$ cat src/rtl/p_pkg.sv
// Shared definitions for the packed multi-precision add/subtract block.
//   - pack-width one-hot constants (s_pw bit [i] selects 2^(i+1)-bit lanes)
//   - FSM state encoding
//   - lane helpers used by the lane adder and by the top-level carry-in select
package p_pkg;

  localparam logic [4:0] PW2  = 5'b00001;
  localparam logic [4:0] PW4  = 5'b00010;
  localparam logic [4:0] PW8  = 5'b00100;
  localparam logic [4:0] PW16 = 5'b01000;
  localparam logic [4:0] PW32 = 5'b10000;

  // IDLE: next accepted beat opens a packet. BUSY: a packet is open.
  typedef enum logic {
    IDLE = 1'b0,
    BUSY = 1'b1
  } state_t;

  // True when bit position b is the least-significant bit of a lane.
  // The smallest selected width wins; an empty pw behaves as one 32-bit lane.
  function automatic logic lane_start(input logic [4:0] pw, input logic [4:0] b);
    if (pw[0])      return (b[0]   == 1'b0);
    else if (pw[1]) return (b[1:0] == 2'b0);
    else if (pw[2]) return (b[2:0] == 3'b0);
    else if (pw[3]) return (b[3:0] == 4'b0);
    else            return (b      == 5'b0);
  endfunction

  // Single 32-bit lane: the only width where carries chain across limbs.
  function automatic logic is_pw32(input logic [4:0] pw);
    return (pw[3:0] == 4'b0);
  endfunction

endpackage

$ cat src/rtl/p_mpaddsub_lane.sv
// Packed 32-bit lane adder, purely combinational.
//   lhs, rhs : 32-bit operands
//   sub      : subtract (rhs inverted, carry-in of every lane above lane 0 = 1)
//   cin      : carry-in into bit 0 (lane 0)
//   pw       : one-hot lane width
//   result   : per-lane sum, carries never cross a lane boundary
//   cout     : carry out of bit 31 (top lane)
module p_mpaddsub_lane
  import p_pkg::*;
(
  input  logic [31:0] lhs,
  input  logic [31:0] rhs,
  input  logic        sub,
  input  logic        cin,
  input  logic [4:0]  pw,
  output logic [31:0] result,
  output logic        cout
);

  logic [31:0] rhs_eff;

  assign rhs_eff = sub ? ~rhs : rhs;

  // Ripple chain that is re-seeded at each lane boundary: bit 0 takes cin,
  // every other lane start takes sub (the +1 of two's complement negation).
  always_comb begin : add_chain
    logic c;
    c      = 1'b0;
    result = '0;
    for (int i = 0; i < 32; i++) begin
      if (lane_start(pw, 5'(i))) c = (i == 0) ? cin : sub;
      result[i] = lhs[i] ^ rhs_eff[i] ^ c;
      c         = (lhs[i] & rhs_eff[i]) | (c & (lhs[i] ^ rhs_eff[i]));
    end
    cout = c;
  end

endmodule

$ cat src/rtl/p_mpaddsub.sv
// Streaming multi-precision packed add/subtract.
// Packets of 32-bit limbs arrive LS limb first; each limb is split into
// lanes of 2/4/8/16/32 bits. In 32-bit mode the carry chains from limb to
// limb, otherwise lanes are independent.
//
// Handshake (both sides): a transfer happens on a rising g_clk edge where
// valid and ready are both high; valid holds its payload stable until then.
// s_ready depends only on registers and m_ready, never on s_valid.
//
// Ports:
//   g_clk, g_resetn               clock, async active-low reset
//   s_valid/s_ready               input limb handshake
//   s_lhs, s_rhs                  operand limbs
//   s_first, s_last               packet delimiters
//   s_sub, s_pw                   operation and lane width (first beat only)
//   m_valid/m_ready               result limb handshake
//   m_result, m_last, m_carry     result limb, final flag, carry of bit 31
//   m_index                       limb index within the packet
//   err, err_clr                  sticky protocol error and its clear
//   state_dbg                     current FSM state
module p_mpaddsub
  import p_pkg::*;
#(
  parameter  int MAXLIMBS = 16,
  localparam int IW       = $clog2(MAXLIMBS)
) (
  input  logic          g_clk,
  input  logic          g_resetn,
  input  logic          s_valid,
  output logic          s_ready,
  input  logic [31:0]   s_lhs,
  input  logic [31:0]   s_rhs,
  input  logic          s_first,
  input  logic          s_last,
  input  logic          s_sub,
  input  logic [4:0]    s_pw,
  output logic          m_valid,
  input  logic          m_ready,
  output logic [31:0]   m_result,
  output logic          m_last,
  output logic          m_carry,
  output logic [IW-1:0] m_index,
  output logic          err,
  input  logic          err_clr,
  output state_t        state_dbg
);

  state_t        state, state_next;
  logic          sub_q;
  logic [4:0]    pw_q;
  logic          carry_q;
  logic [IW-1:0] nidx_q;
  logic          rdy_q;

  logic          accept;
  logic          start;
  logic          eff_sub;
  logic [4:0]    eff_pw;
  logic          cin;
  logic [IW-1:0] idx;
  logic          overflow;
  logic          err_set;
  logic [31:0]   lane_res;
  logic          lane_cout;

  // rdy_q holds s_ready low until the first edge after reset release.
  assign s_ready   = rdy_q & (~m_valid | m_ready);
  assign accept    = s_valid & s_ready;
  assign state_dbg = state;

  always_comb begin
    // A BUSY beat carrying s_first restarts as a new packet.
    start    = (state == IDLE) || s_first;
    eff_sub  = start ? s_sub : sub_q;
    eff_pw   = start ? s_pw  : pw_q;
    cin      = start ? s_sub : (is_pw32(pw_q) ? carry_q : sub_q);
    idx      = start ? '0 : nidx_q;
    overflow = (idx == IW'(MAXLIMBS - 1)) && !s_last;
    err_set  = accept && (((state == BUSY) && s_first) ||
                          ((state == IDLE) && !s_first) ||
                          overflow);
    state_next = state;
    if (accept) state_next = (s_last || overflow) ? IDLE : BUSY;
  end

  p_mpaddsub_lane u_lane (
    .lhs    (s_lhs),
    .rhs    (s_rhs),
    .sub    (eff_sub),
    .cin    (cin),
    .pw     (eff_pw),
    .result (lane_res),
    .cout   (lane_cout)
  );

  always_ff @(posedge g_clk or negedge g_resetn) begin
    if (!g_resetn) state <= IDLE;
    else           state <= state_next;
  end

  always_ff @(posedge g_clk or negedge g_resetn) begin
    if (!g_resetn) begin
      rdy_q    <= 1'b0;
      sub_q    <= 1'b0;
      pw_q     <= '0;
      carry_q  <= 1'b0;
      nidx_q   <= '0;
      m_valid  <= 1'b0;
      m_result <= '0;
      m_last   <= 1'b0;
      m_carry  <= 1'b0;
      m_index  <= '0;
      err      <= 1'b0;
    end else begin
      rdy_q <= 1'b1;
      if (accept) begin
        sub_q    <= eff_sub;
        pw_q     <= eff_pw;
        carry_q  <= lane_cout;
        nidx_q   <= idx + 1'b1;
        m_valid  <= 1'b1;
        m_result <= lane_res;
        m_carry  <= lane_cout;
        m_last   <= s_last | overflow;
        m_index  <= idx;
      end else if (m_ready) begin
        m_valid <= 1'b0;
      end
      // A same-cycle error wins over the clear.
      if (err_set)      err <= 1'b1;
      else if (err_clr) err <= 1'b0;
    end
  end

endmodule

$ cat config.mk
export PLATFORM = sky130hd
export DESIGN_NAME = p_mpaddsub
export DESIGN_NICKNAME = d
export VERILOG_FILES = /design/src/rtl/p_pkg.sv /design/src/rtl/p_mpaddsub_lane.sv /design/src/rtl/p_mpaddsub.sv
export SDC_FILE = /design/constraint.sdc
export NUM_CORES = 1
export LEC_CHECK = 0
export BUFFER_PORTS_ARGS = -buffer_cell sky130_fd_sc_hd__buf_2
export CORE_UTILIZATION = 46
export CTS_CLUSTER_DIAMETER = 30
export CTS_CLUSTER_SIZE = 40
export DETAILED_ROUTE_END_ITERATION = 6
export HOLD_SLACK_MARGIN = 0.02
export PLACE_DENSITY_LB_ADDON = 0.12
export SLEW_MARGIN = 15
export SYNTH_ARGS = -nofsm -noshare
export SYNTH_HDL_FRONTEND = slang
export SYNTH_SLANG_ARGS = --single-unit
$ cat constraint.sdc
create_clock -name g_clk -period 16.25 [get_ports g_clk]
set_clock_uncertainty 0.2 [all_clocks]
set_input_delay 3.25 -clock g_clk [delete_from_list [all_inputs] [get_ports g_clk]]
set_output_delay 3.25 -clock g_clk [all_outputs]
set_load 0.1 [all_outputs]
==> Yosys cells after proc, flatten, opt, wreduce, memory -nomap -nowiden <==
Index checks and enable logic that the tools add are counted.
{ "classes": {"bitwise_logic": 167, "n_reduce_logical": 13, "n_eq_ne": 1, "addsub": 1, "mux": 36} }
{ "ops": {"columns": ["operator", "n"], "rows": [
  ["$and A1 B1 Y1", 66],
  ["$xor A1 B1 Y1", 64],
  ["$or A1 B1 Y1", 34],
  ["$mux W1", 33],
  ["$mux W32", 1],
  ["$not A32 Y32", 1],
  ["$mux W4", 2],
  ["$add A4 B1 Y4 const B", 1],
  ["$eq A4 B4 Y1 const B", 1],
  ["$logic_and A1 B1 Y1", 4],
  ["$logic_not A4 Y1", 1],
  ["$logic_or A1 B1 Y1", 4],
  ["$reduce_bool A2 Y1", 2],
  ["$logic_not A1 Y1", 2],
  ["$not A1 Y1", 2]
]} }
{ "totals": {"reg_bits": 51, "out_inout_bits": 42, "input_bits": 77} }

==> Longest topological paths before layout <==
{ "logic_depth": {"depth_word": 84, "depth_mapped": 62} }

==> Modules after synthesis <==
A second synthesis with hierarchy kept.
{ "unflattened": {"hier_cells": 314, "area_unflattened_um2": 3587.2} }
{ "by_module_without_submodules": {"columns": ["module", "instances", "cells_per_inst", "seq_area_each_um2", "area_per_inst_um2"], "rows": [
  ["p_mpaddsub", 1, 148, 1301.2, 2188.3],
  ["p_mpaddsub_lane", 1, 166, 0.0, 1398.8]
]} }

==> Worst setup path before layout <==
Ideal clock, no wire load.
{ "synth_timing": {"path_type": "in2reg", "startpoint": "input s_first", "endpoint": "register m_result[31]", "t_required_ps": 15925, "setup_time_ps": 125, "arrival_time_ps": 18910, "cell_stages": 62, "setup_slack_ps": -2985, "cell_sequence": "inv_1 ha_1 buf_2 mux2i_1 buf_2 buf_2 xor2_1 fa_1 fa_1 a21o_1 fa_1 fa_1 o21ai_0 nand2_1 fa_1 inv_1 fa_1 inv_1 [... 26 more ...] a21o_1 fa_1 fa_1 mux2_2 fa_1 fa_1 a21o_1 fa_1 fa_1 o21ai_0 nand2_1 fa_1 fa_1 a21o_1 fa_1 inv_1 fa_1 mux2_2"} }
{ "synth_between": {"elab_chain_cells": 82, "elab_cells_between_ends": 156, "classes_between": "mux (29); bitwise (126); reduce/logical (1)"} }
{ "synth_lines": {"columns": ["element", "line_no", "text"], "rows": [
  ["start: declaration", "p_mpaddsub.sv:33", "input logic s_first,"],
  ["$logic_or A1 B1 Y1 (*)", "p_mpaddsub.sv:73", "start = (state == IDLE) || s_first;"],
  ["$mux W1", "p_mpaddsub.sv:74", "eff_sub = start ? s_sub : sub_q;"],
  ["$mux W32", "p_mpaddsub_lane.sv:22", "assign rhs_eff = sub ? ~rhs : rhs;"],
  ["$xor A1 B1 Y1", "p_mpaddsub_lane.sv:33", "c = (lhs[i] & rhs_eff[i]) | (c & (lhs[i] ^ rhs_eff[i]));"],
  ["$and A1 B1 Y1", "p_mpaddsub_lane.sv:33", null],
  ["$or A1 B1 Y1", "p_mpaddsub_lane.sv:33", null],
  ["$and A1 B1 Y1", "p_mpaddsub_lane.sv:33", null],
  ["$or A1 B1 Y1", "p_mpaddsub_lane.sv:33", null],
  ["[... 67 more ...]", null, null],
  ["$or A1 B1 Y1", "p_mpaddsub_lane.sv:33", null],
  ["$and A1 B1 Y1", "p_mpaddsub_lane.sv:33", null],
  ["$or A1 B1 Y1", "p_mpaddsub_lane.sv:33", null],
  ["$mux W1", "p_mpaddsub_lane.sv:31", "if (lane_start(pw, 5'(i))) c = (i == 0) ? cin : sub;"],
  ["$and A1 B1 Y1", "p_mpaddsub_lane.sv:33", null],
  ["$or A1 B1 Y1", "p_mpaddsub_lane.sv:33", null],
  ["$xor A1 B1 Y1 (*)", "p_mpaddsub_lane.sv:32", "result[i] = lhs[i] ^ rhs_eff[i] ^ c;"],
  ["via lane_res[31]", "p_mpaddsub.sv:63", "logic [31:0] lane_res;"],
  ["end signal: assignment", "p_mpaddsub.sv:122", "m_result <= lane_res;"],
  ["end: declaration", "p_mpaddsub.sv:39", "output logic [31:0] m_result,"]
]} }
Mark *: on every way through the listed nets, which the timed path passes. The rest lies on a longest branch.
A chain may end at the register's enable or synchronous reset.

==> Worst setup path after layout <==
Ends and elaborated chain as after synthesis.

==> results.md <==
- Number of max-slew violations in the final report: 0
- Routed wirelength normalized by instance count: 15.63 um
- Total number of clock tree sinks: 51
- Setup repair after global routing missed its margin: yes
- Final Hold Fails: 0
- Layout cells sized above 1: 47.82%
- Lkg Pwr: 2.181 nW
- Largest fanout on the critical path: 2
- Number of rows in the core area: 31
- Yosys warnings: 0
- Setup Viol. Count Final: 5
- Global-route total usage across every layer: 22.82%
- Worst setup slack after placement: -2.284 ns
- Summed area of non-filler cells in the final layout: 0.004436 mm^2
- Max incr delay on CP: 0.43 ns
- Number of vias per cell after detailed routing: 5.116
- Combinational cell fraction of total power: 61.8%
- Max Cap Viol: 0
- Max stage delay cell, worst path: fa_2
- Post-synth design cell area: 0.003426 mm^2
- Worst min path class: flop to flop
- Internal power: 0.2854 mW
- Total congestion overflow: 0
- Type of element capturing the critical path: flop
- Setup tns final: -5.794 ns
- Count of pins on the block boundary: 119
- Number of nets in the layout: 545
- Post-synthesis sequential area ratio: 37.25%
- Violated checks: negative setup slack
- Average cell area after synthesis: 10.84 um^2
- Actual transition at the worst max-transition pin: 1.073 ns
- Wire length of the first global-routing pass: 13.39 mm
- Clock power share: 11.0%
- Starting Density: 47.49%
- Maximum number of buffers from clock root to sink: 2
- Source-to-sink clock delay at the later pin of the worst-skew pair: 0.31 ns
- Synthesis-stage register bit count: 51
- Number of antenna violations at the first check in global routing: 0
- Max frequency: 55.33 MHz
- Layout area overhead: 29.47%
- Clk pin slew, worst setup/hold paths: 0.10 ns
- Vias: 2732
- Detailed Route Iter0 Violations: 89
- Vias in the first global route: 2759
- Area post-placement: 0.004294 mm^2
- Pin count of the biggest net entering global routing: 52
- Post-route antenna net violation count: 0
- Post-detail-place hpwl: 6.072 mm
- First-pass iteration count of the detailed router: 4
- Required time at the worst-slack endpoint: 16.25 ns
- Worst voltage drop across the vdd grid: 0.00008832 V
- Portion of total power attributed to sequential cells: 27.2%
- Worst setup path category: primary input to flop
- Net Count, Synth: 427
- Netlist cell types: 42
- Multi-input combinational cell area: 0.002076 mm^2
- Core Footprint: 0.007214 mm^2
- Post-route DRC violation count: 0
- Final wirelength: 8.345 mm
- Post-layout minimum cycle time: 18.07 ns
- Routability congestion estimate from global placement: 0.7760
- Root Buffer: clkbuf_8
- Worst path most repeated cell: fa_2
- Filler Cells Inserted: 663
- Fin util: 61.48%
- Portion of the clock cycle consumed by the worst path in the final layout: 111.2%
- Area taken by flip-flops and latches: 0.001276 mm^2
- Critical path arrival: 18.08 ns
- Switching part of the total power: 57.95%
- Net switching power of the design: 0.3933 mW
- Vertical die dimension: 88.30 um
- Die Area: 0.007797 mm^2
- Maximum level of the CTS H-tree: 2
- Clock tree from TritonCTS: built
- Mapped Cells: 316
- Chip width: 88.30 um
- Worst slew slack as a fraction of its limit: 28.09%
- Run status: finished with violations
- Least setup slack across all paths after layout: -1.822 ns
- Kind of start point of the critical path: primary input
- Pwr dens: 153.0 mW/mm^2
- Number of CTS-inserted buffers: 5
- Number of diodes: 0
- Input/output buffers: 117
==> cell usage in the layout (no fill, tap or decap), drive strengths merged, types with 2 or more instances in the layout <==
| cell | count |
|---|---|
| buf | 132 |
| dfrtp | 51 |
| inv | 40 |
| o21ai | 37 |
| o31ai | 32 |
| fa | 32 |
| xor2 | 30 |
| mux2 | 14 |
| a21o | 8 |
| nand2 | 7 |
| clkbuf | 5 |
| a31oi | 4 |
| mux2i | 4 |
| and2 | 3 |
| a21oi | 3 |
| nor2 | 2 |
| nor4 | 2 |
| xnor2 | 2 |
| nand2b | 2 |
| clkinvlp | 2 |
| nor2b | 2 |
| nor3 | 2 |
| nand3 | 2 |
| ha | 2 |
==> per-layer routing <==
metal	up-vias	GRT usage, %	wire length (um)
met5	-	0	0
met1	1319	32.22	3852
li1	1300	-	-
met2	104	36.92	3850
met3	9	3.825	535
met4	0	5.572	107
==> cells in the mapped netlist <==
cell	number	area, um^2
nand2_1	7	26.28
o21ai_0	37	185.2
clkbuf_1	11	41.29
mux2_4	3	45.04
nor4b_1	1	8.760
o311ai_0	1	8.760
inv_1	38	142.6
buf_2	7	35.03
o41ai_1	1	8.760
mux2_2	11	123.9
nor3_1	1	5.000
xnor2_1	2	17.52
dfrtp_1	51	1276
nor2_1	2	7.510
nor3_2	1	10.01
nor3b_1	1	7.510
conb_1	1	3.750
or3b_2	1	8.760
ha_1	2	25.02
mux2i_2	1	13.76
or4_4	1	11.26
a221oi_1	1	8.760
a41oi_1	1	8.760
a21o_1	8	60.06
nor2b_1	2	12.51
nand2b_1	2	12.51
nor4_1	2	12.51
and3_1	1	6.260
mux2i_1	3	30.03
a31o_2	1	8.760
o31ai_1	32	240.2
fa_1	32	640.6
a22o_1	1	8.760
nand4_1	1	6.260
buf_1	3	11.26
a21oi_1	3	15.01
xor2_1	30	262.8
inv_2	2	7.510
a31oi_1	4	25.02
o21a_1	1	7.510
and2_1	3	18.77
nand3_1	2	10.01
==> worst paths after layout <==
path	slack (ns)	cells past startpoint	to	startpoint
min in group asynchronous	2.85	2	m_result[17]$_DFFE_PN0P_	g_resetn
max in group asynchronous	12.54	2	m_result[29]$_DFFE_PN0P_	g_resetn
worst max register to register	0.74	58	m_result[31]$_DFFE_PN0P_	pw_q[1]$_DFFE_PN0P_
worst min-delay path	0.29	1	m_last$_DFFE_PN0P_	m_last$_DFFE_PN0P_
worst min register to register	0.29	1	m_last$_DFFE_PN0P_	m_last$_DFFE_PN0P_
worst max-delay path	-1.82	60	m_result[31]$_DFFE_PN0P_	s_first
==> cell families (layout without fill, tap and decap cells) <==
kind of cell	after synthesis	in the layout	synth area share (%)
buffers and inverters	61	180	6.939
xor gates and xnor gates	32	32	8.181
adders and majority gates	34	34	19.43
muxes	18	18	6.209
DFF	51	51	37.25
and+or+nand+nor	28	28	4.785
other	1	1	0.1095
AOI/OAI and AO/OA	91	91	17.09
==> registers in the layout, summed over array words and instances (netlist names) <==
signal     flops
state_dbg      1
m_last         1
nidx_q         4
rdy_q          1
err            1
carry_q        1
m_result      32
sub_q          1
m_index        4
m_valid        1
pw_q           4
==> power by group through the flow <==
stage | Sequential (mW) | Combinational, mW | Clock (mW)
3_3_place_gp | 0.185 | 0.411 | 0
6_report | 0.184 | 0.419 | 0.0750
4_1_cts | 0.184 | 0.420 | 0.0770
5_1_grt | 0.188 | 0.445 | 0.0804
2_1_floorplan | 0.416 | 0.103 | 0
3_5_place_dp | 0.186 | 0.417 | 0
==> per-stage QoR <==
stage | total power [mW] | cells | hold slack, ns
global placement | 0.5959 | 525 | 0.2694
CTS | 0.6807 | 534 | 0.2981
detailed placement | 0.6030 | 525 | 0.2764
floorplan | 0.5188 | 316 | 0.2962
finish | 0.6788 | 534 | 0.2911
global route | 0.7137 | 534 | 0.3293
==> cell type report <==
type                            count  share of cell area (%)
Inverter                           40                   3.667
Sequential cell                    51                   28.77
Multi-Input combinational cell    204                   46.80
Clock buffer                        5                   1.551
Clock inverter                      3                  0.4513
Tap cell                           99                   2.793
Timing Repair Buffer              132                   15.97
==> worst max-delay path: cells and delay by family <==
kind	cells	cell delay (ns)
adders and majority gates	33	11.03
AOI/OAI and AO/OA	12	1.68
muxes	5	1.28
and+or+nand+nor	4	0.34
buffers and inverters	5	0.28
xor gates and xnor gates	1	0.19
==> what timing repair did <==
item	CTS	global route
pin swaps	0	2
hold buffers	0	0
hold endpoints to repair	0	0
cloned	0	0
endpoints found under the setup margin	6	7
buffers inserted	1	0
resized for setup	7	8
Power figures use the tool's default switching activity.
